### src/rtl/jericalla_pkg.sv
// Shared datapath constants and types for the demux / result buffer / memory stage.
package jericalla_pkg;

  localparam int unsigned DATA_W = 32;
  localparam int unsigned ADDR_W = 5;

  // One queued memory write: destination address plus data word.
  typedef struct packed {
    logic [ADDR_W-1:0] addr;
    logic [DATA_W-1:0] data;
  } entry_t;

  // Occupancy of the result buffer.
  typedef enum logic [1:0] {
    OCC_EMPTY   = 2'd0,
    OCC_PARTIAL = 2'd1,
    OCC_FULL    = 2'd2
  } occ_e;

endpackage

### src/rtl/result_buffer_mem.sv
// DEPTH x W register array: one synchronous write port, one asynchronous read port.
// Contents are deliberately not reset; validity is tracked by the controller.
module result_buffer_mem #(
  parameter int unsigned W     = 37,
  parameter int unsigned DEPTH = 4,
  parameter int unsigned PW    = $clog2(DEPTH)
) (
  input  logic          clk,
  input  logic          we,
  input  logic [PW-1:0] waddr,
  input  logic [W-1:0]  wdata,
  input  logic [PW-1:0] raddr,
  output logic [W-1:0]  rdata
);

  logic [W-1:0] mem [DEPTH];

  // Write the addressed entry on an accepted push.
  always_ff @(posedge clk) begin
    if (we) begin
      mem[waddr] <= wdata;
    end
  end

  assign rdata = mem[raddr];

endmodule

### src/rtl/result_buffer.sv
// Write-side FIFO between the ALU/buffer demux and the data-memory write port.
// Handshaked on both sides; all status outputs come straight from registers.
module result_buffer #(
  parameter int unsigned DATA_W = 32,
  parameter int unsigned ADDR_W = 5,
  parameter int unsigned DEPTH  = 4
) (
  input  logic                     clk,
  input  logic                     rst_n,
  input  logic [DATA_W-1:0]        in_data,
  input  logic [ADDR_W-1:0]        in_addr,
  input  logic                     in_valid,
  output logic                     in_ready,
  output logic [DATA_W-1:0]        mem_data,
  output logic [ADDR_W-1:0]        mem_addr,
  output logic                     mem_valid,
  input  logic                     mem_ready,
  input  logic                     flush,
  input  logic                     clr_ovf,
  output logic [$clog2(DEPTH):0]   count,
  output logic                     overflow
);

  import jericalla_pkg::*;

  localparam int unsigned PW = $clog2(DEPTH);
  localparam int unsigned CW = PW + 1;
  localparam int unsigned EW = ADDR_W + DATA_W;

  occ_e          state, state_n;
  logic [PW-1:0] wr_ptr, rd_ptr;
  logic [CW-1:0] count_q, count_n;
  logic          ovf_q;
  logic          push, pop, drop;
  logic [EW-1:0] head;

  assign in_ready  = (state != OCC_FULL);
  assign mem_valid = (state != OCC_EMPTY);
  assign count     = count_q;
  assign overflow  = ovf_q;

  // Flush discards the whole cycle's traffic, including a would-be overflow.
  assign push = in_valid &&  in_ready && !flush;
  assign pop  = mem_valid && mem_ready && !flush;
  assign drop = in_valid && !in_ready && !flush;

  result_buffer_mem #(
    .W     (EW),
    .DEPTH (DEPTH),
    .PW    (PW)
  ) u_mem (
    .clk   (clk),
    .we    (push),
    .waddr (wr_ptr),
    .wdata ({in_addr, in_data}),
    .raddr (rd_ptr),
    .rdata (head)
  );

  assign mem_addr = head[EW-1:DATA_W];
  assign mem_data = head[DATA_W-1:0];

  // Next occupancy state and count from the push/pop pair.
  always_comb begin
    state_n = state;
    count_n = count_q;
    if (flush) begin
      state_n = OCC_EMPTY;
      count_n = '0;
    end else begin
      if (push && !pop) begin
        count_n = count_q + CW'(1);
      end else if (pop && !push) begin
        count_n = count_q - CW'(1);
      end
      unique case (state)
        OCC_EMPTY: begin
          if (push) begin
            state_n = OCC_PARTIAL;
          end
        end
        OCC_PARTIAL: begin
          if (push && !pop && count_q == CW'(DEPTH - 1)) begin
            state_n = OCC_FULL;
          end else if (pop && !push && count_q == CW'(1)) begin
            state_n = OCC_EMPTY;
          end
        end
        OCC_FULL: begin
          if (pop) begin
            state_n = OCC_PARTIAL;
          end
        end
        default: state_n = OCC_EMPTY;
      endcase
    end
  end

  // Occupancy state, count and pointers.
  always_ff @(posedge clk or negedge rst_n) begin
    if (!rst_n) begin
      state   <= OCC_EMPTY;
      count_q <= '0;
      wr_ptr  <= '0;
      rd_ptr  <= '0;
    end else begin
      state   <= state_n;
      count_q <= count_n;
      if (flush) begin
        wr_ptr <= '0;
        rd_ptr <= '0;
      end else begin
        if (push) begin
          wr_ptr <= wr_ptr + PW'(1);
        end
        if (pop) begin
          rd_ptr <= rd_ptr + PW'(1);
        end
      end
    end
  end

  // Sticky overflow: a dropped push wins over a same-cycle clear.
  always_ff @(posedge clk or negedge rst_n) begin
    if (!rst_n) begin
      ovf_q <= 1'b0;
    end else if (drop) begin
      ovf_q <= 1'b1;
    end else if (clr_ovf) begin
      ovf_q <= 1'b0;
    end
  end

endmodule

### config.mk
export PLATFORM = sky130hd
export DESIGN_NAME = result_buffer
export DESIGN_NICKNAME = d
export VERILOG_FILES = /design/src/rtl/jericalla_pkg.sv /design/src/rtl/result_buffer_mem.sv /design/src/rtl/result_buffer.sv
export SDC_FILE = /design/constraint.sdc
export NUM_CORES = 1
export LEC_CHECK = 0
export CAP_MARGIN = 20
export CORE_UTILIZATION = 54
export CTS_CLUSTER_DIAMETER = 120
export DETAILED_ROUTE_END_ITERATION = 10
export MAX_ROUTING_LAYER = met4
export PLACE_DENSITY = 0.79
export SYNTH_ARGS = -nofsm -noshare
export SYNTH_HDL_FRONTEND = slang
export SYNTH_SLANG_ARGS = --single-unit
### constraint.sdc
create_clock -name clk -period 2.7 [get_ports clk]
set_input_delay 0.54 -clock clk [delete_from_list [all_inputs] [get_ports clk]]
set_output_delay 0.54 -clock clk [all_outputs]
set_load 0.02 [all_outputs]
### Yosys cells after proc, flatten, opt, wreduce, memory -nomap -nowiden

Memory sizes are Yosys's and may differ from the RTL's.
Index checks and enable logic that the tools add are counted.

* div/mod/pow operators: 0
* order comparisons: 0
* equality and inequality tests: 8
* $add $sub $neg: 4
* shift-type cells: 0
* multiplexer cells: 17
* bitwise gates (word level): 0
* reductions and logical operators: 21
* multiply operators: 0

Operator list (count)
* $mux 2: 9
* $logic_and 1x1->1: 10
* $mux 3: 3
* $reduce_bool 2->1: 4
* $ne 3x3->1 const B: 2
* $pmux 2 s3: 1
* $add 2x1->2 const B: 2
* $logic_not 1->1: 4
* $mux 1: 4
* $ne 4x4->1 const B: 1
* $add 3x1->3 const B: 1
* $eq 3x1->1 const B: 1
* $eq 3x2->1 const B: 1
* $reduce_and 3->1: 1
* $reduce_bool 3->1: 1
* $sub 3x1->3 const B: 1
* $eq 2x1->1 const B: 1
* $eq 2x2->1 const B: 1
* $logic_not 2->1: 1
* $ne 2x2->1 const B: 1

* input bits: 43
* word-level logic and storage cells: 56
* register bits: 10
* memory bits (writable): 148
* output and inout port bits: 43
* memory bits (read-only): 0
* latch bits: 0
* memories: 1

Memory list
* u_mem.mem: depth 4, width 37, read ports 1, clocked after Yosys merged registers in 0, write ports 1, RTL line result_buffer_mem.sv:16 `logic [W-1:0] mem [DEPTH];`

### Longest topological paths before layout

* word-level depth: 10
* gate-level depth with buffers: 6
* gate-level depth less buffers: 6

### Hierarchy

From an unflattened synthesis, not the netlist that was laid out.

* cell total of the unflattened synthesis: 260
* area, all modules: 6040.8 µm²

By module, submodules not included
* result_buffer_mem: times used 1, area each 5426.5 µm², cells each 197
* result_buffer: times used 1, area each 614.3 µm², cells each 63

### Least setup slack after synthesis

No wires, ideal clock.

* path kind: input port to flip-flop
* start point: in in_valid
* end point: mem u_mem.mem[0][0], enable pin
* cell stages on the path: 4
* buffers on the path: 1
* library setup time: 398 ps
* data arrival time: 1945 ps
* path slack: 357 ps
* data required time: 2302 ps
* cell sequence: clkbuf_1 nand2_1 nor2_1 and2_1

* word-level cells in the longest chain between the ends: 4

RTL lines
* start, declared: RTL line result_buffer.sv:12 `input logic in_valid,`
* $logic_and 1x1->1 (2 in a row): RTL line result_buffer.sv:43 `assign push = in_valid && in_ready && !flush;`
* $mux 1: RTL line result_buffer_mem.sv:20 `if (we) begin`
* $mux 1 (not written as such): RTL line result_buffer_mem.sv:21 `mem[waddr] <= wdata;`
* end, declared: RTL line result_buffer_mem.sv:16

No other way between the ends.

### Worst setup path in the final report

* start point: reg rd_ptr[0]
* end point: out mem_data[0]

* word-level cells in the longest chain between the ends: 1

RTL lines
* start, declared: RTL line result_buffer.sv:31 `logic [PW-1:0] wr_ptr, rd_ptr;`
* start signal, assigned: RTL line result_buffer.sv:117 `rd_ptr <= rd_ptr + PW'(1);`
* $mem_v2 4x37
* end, declared: RTL line result_buffer.sv:14 `output logic [DATA_W-1:0] mem_data,`

No other way between the ends.

==> results <==
-- power by group through the flow --
stage	clock network, mW	logic, mW	registers, mW
2_1_floorplan	0	0.274	2.84
3_3_place_gp	0	0.538	2.83
3_5_place_dp	0	0.551	2.84
4_1_cts	2.45	0.521	2.79
5_1_grt	2.54	0.553	2.79
6_report	2.41	0.514	2.79
-- logic make-up after synthesis --
logic type,after synthesis,synth area share (%)
AND/OR/NAND/NOR,22,1.86
flip-flops,158,78.4
multiplexers,38,14.1
AO/OA/AOI/OAI,15,1.84
adder cells (fa/ha/maj),8,1.67
buffers and inverters,18,1.42
XOR/XNOR,5,0.731
-- worst max-delay path: cells and delay by family, from the launching register on --
family / cells / cell delay, ns
buffers and inverters: 2 / 0.58
DFF: 1 / 0.39
muxes: 1 / 0.56
-- state kept, by name, indices dropped and copies added (netlist names) --
name and count:
state 2, overflow 1, u_mem.mem 148, count 3, wr_ptr 2, rd_ptr 2
-- layout make-up --
type                    instances  share of cell area (%)
well taps                     140                    2.28
clock inverters                14                    2.51
multi-input cells              88                    15.8
clock buffers                  17                    5.40
inverters                       7                   0.342
repair buffers                 96                    12.4
flip-flops and latches        158                    61.2
-- per-stage QoR --
step | setup WS, ns | util (%)
6_report | 0.103 | 70.8
5_1_grt | 0.0191 | 70.8
4_1_cts | 0.0580 | 70.8
3_5_place_dp | 0.383 | 65.6
3_3_place_gp | 0.393 | 65.6
2_1_floorplan | 0.357 | -
-- placed cells by master, fill, tap and decap left out, types with 2 or more instances in the layout --
master           instances
dlygate4sd2_1           37
a211oi_1                 4
clkinv_4                 4
nand2_1                  4
buf_12                   5
buf_4                    5
dfrtp_2                  2
inv_1                    7
ha_1                     8
bufinv_16                4
clkdlybuf4s50_1         48
xnor2_1                  4
clkinv_2                 2
nor2_1                   8
and2_2                   4
edfxtp_1               148
clkbuf_16               16
mux4_2                  37
clkinvlp_4               2
a21oi_1                  3
dfrtp_1                  8
-- worst max path at each step --
stage / start / to / slack, ns / cells after the start
floorplan: in_valid / u_mem.mem[0][0] / 0.36 / 4
global placement: rd_ptr[0] / mem_data[12] / 0.39 / 3
detailed placement: rd_ptr[0] / mem_data[12] / 0.38 / 3
CTS: rd_ptr[0] / mem_data[0] / 0.06 / 3
global route: rd_ptr[0] / mem_addr[3] / 0.02 / 3
finish: rd_ptr[0] / mem_data[0] / 0.10 / 3
-- repair_timing --
item	4_1_cts	5_1_grt
setup endpoints to repair	37	0
hold buffers	0	0
gates resized for setup	38	0
-- routing by layer --
| layer | vias to the layer above | part of all wire [%] | wire [microns] |
|---|---|---|---|
| li1 | 1295 | - | - |
| met3 | 14 | 6.9 | 756 |
| met2 | 122 | 51 | 5550 |
| met4 | 0 | 1.1 | 118 |
| met5 | - | 0 | 0 |
| met1 | 1562 | 41 | 4540 |
==> flow_summary.rst <==
.. list-table::
   :header-rows: 1

   * - Metric
     - Value
   * - Maximum number of pins on one net before global-route repair
     - 35
   * - Main flop type after synthesis
     - edfxtp_1
   * - Net switching fraction of the power
     - roughly a fifth
   * - Leakage power
     - 2.59 nW
   * - Post-layout total power
     - 5.71 mW
   * - Arrival time worst endpoint
     - about 2 ns
   * - Aggregate global routing overflow
     - 0
   * - Tot GR Track Use
     - 21.8%
   * - Maximum clock path buffer count
     - 2
   * - Nature of the critical path startpoint
     - register
   * - Data required, critical path
     - 2.16 ns
   * - Total number of yosys warnings
     - 0
   * - Final setup fails
     - 0
   * - Number of H-tree levels
     - 4
   * - Summed area of non-filler cells in the final layout
     - 7670 sq um
   * - Global routing's busiest layer
     - met2
   * - Vias in the first global route
     - roughly 3,200
   * - Via-per-instance ratio
     - 5.76
   * - Element type at the critical path end
     - primary output
   * - Number of failing hold endpoints at the final stage
     - 0
   * - Cell Int Power
     - roughly 4.5 mW
   * - Top cell type's share of synthesized area
     - 74.2%
   * - Growth of design area from synthesis to finish
     - 28.1%
   * - Post-route clock skew
     - 0.00806 ns
   * - Total die area
     - 11,500 sq um
   * - Number of distinct standard cells referenced by the synthesized netlist
     - 30
   * - Site row count
     - 38
   * - Buffers inserted by post-CTS timing repair
     - 0
   * - VDD IR max
     - 0.000580 V
   * - Part of the Yosys area used for sequential elements
     - 78.4%
   * - Launch instance of the worst register-to-register path
     - state[0]
   * - Post-synthesis cell type with the largest combined area
     - edfxtp_1
   * - Routing usage on met3
     - 5.81%
   * - Number of antenna violations at the first check in global routing
     - 0
   * - Run status
     - finished, final reports clean
   * - Net count after synthesis
     - 315
   * - Synthesized instance count
     - 264
   * - Reg2reg path depth
     - 5
   * - DRT Pass-1 Iters
     - 4
   * - Via total after detailed routing
     - 2,993
   * - Global routing met1 resource utilization
     - between 20 and 30%
   * - Core area
     - 10,800 sq um
   * - Gate power share
     - under 10%
   * - Ys async rst share
     - 6.33%
   * - Number of flops mapped to enable cells by yosys
     - 148
   * - Final-layout worst hold slack
     - between 0.3 and 0.4 ns
   * - Critical-path top delay cell
     - mux4_2
   * - Sequential fraction of design power
     - between 40% and 50%
   * - Number of remaining DRC errors
     - 0
   * - Largest stage delay on the critical path
     - around 0.56 ns
   * - Global-route wire length before repair
     - 17,100 microns
   * - Reg2reg setup slack
     - about 0.54 ns
   * - Clock latency reported for the late side of the worst-skew pair
     - between 0.5 and 0.6 ns
   * - Count of filler cells inserted in the layout
     - 670
   * - Final estimated routing congestion in global placement
     - about 0.80
   * - Post-synthesis register bit count
     - approximately 160
   * - Iteration-0 DRC Markers
     - ~180
   * - Area of the multi-input gates
     - ~1200 sq um
   * - Max Cap Viol
     - 0
   * - NumNets Final
     - 419
   * - Total I/O pin count
     - 86
   * - PwrDens
     - 744 nW/um^2
   * - Cell Count Post-Placement
     - just under 500
   * - Total Wirelength
     - between 10,000 and 15,000 microns
   * - Class of the tightest hold or removal check
     - in -> async
   * - Number of pins with negative max-slew slack in the final report
     - 0
   * - CTS clock-pin slew for the worst setup and hold paths
     - 0.06 ns
   * - Critical path start-end classification
     - reg -> out
   * - Final min period
     - 2.60 ns
   * - Post-synth design cell area
     - 5990 sq um
   * - Slew at the pin closest to its max-slew limit
     - 0.473 ns
   * - Share of post-route cells with drive strength above 1
     - 23.4%
   * - Clk sinks
     - 158
   * - R2R Path End
     - u_mem.mem[1][32]
   * - TritonCTS clock tree
     - built
   * - Mean cell area of the mapped netlist
     - roughly 23 sq um
   * - Worst-path cell chain
     - buf_12, mux4_2, dlygate4sd2_1
   * - Die H
     - 107 microns
   * - Post-Layout Cell Count
     - between 500 and 600
   * - Most frequent cell after synthesis
     - edfxtp_1
   * - Flip-flop and latch area
     - 4700 sq um
   * - Net Switching
     - 1.21 mW
   * - CP Max Fanout
     - 26
   * - Setup repair after global routing missed its margin
     - false
   * - Number of port buffers
     - 85
   * - Placed Instance Area
     - 7110 sq um
   * - Buffer type at the clock tree root
     - clkbuf_8
   * - Dpl hpwl
     - approximately 6400 microns
   * - Achievable clock frequency
     - 385 MHz
   * - Share of power burned in the clock network
     - 42.1%
   * - Fin crit share
     - 96.2%
   * - Diodes inserted
     - 0
   * - Routed wirelength normalized by instance count
     - between 20 and 25 microns
   * - Initial cell density of the core
     - 55.3%
   * - GR met2 Demand/Resource
     - 34.5%
   * - Number of nets with antenna violations after detailed routing
     - 0
   * - Setup TNS Final
     - 0 ns
   * - Relative slew slack
     - 67.6%
   * - Cells taking the most area after synthesis
     - edfxtp_1 74%, mux4_2 14%, dfrtp_1 4.2%
   * - Die Span X
     - 107 microns
   * - Ranking of synthesized cells by instance count
     - 148 x edfxtp_1, 37 x mux4_2, 10 x dfrtp_1
   * - Inserted Clock Buffers
     - 17
No activity file was read; power rests on OpenSTA's default activity.
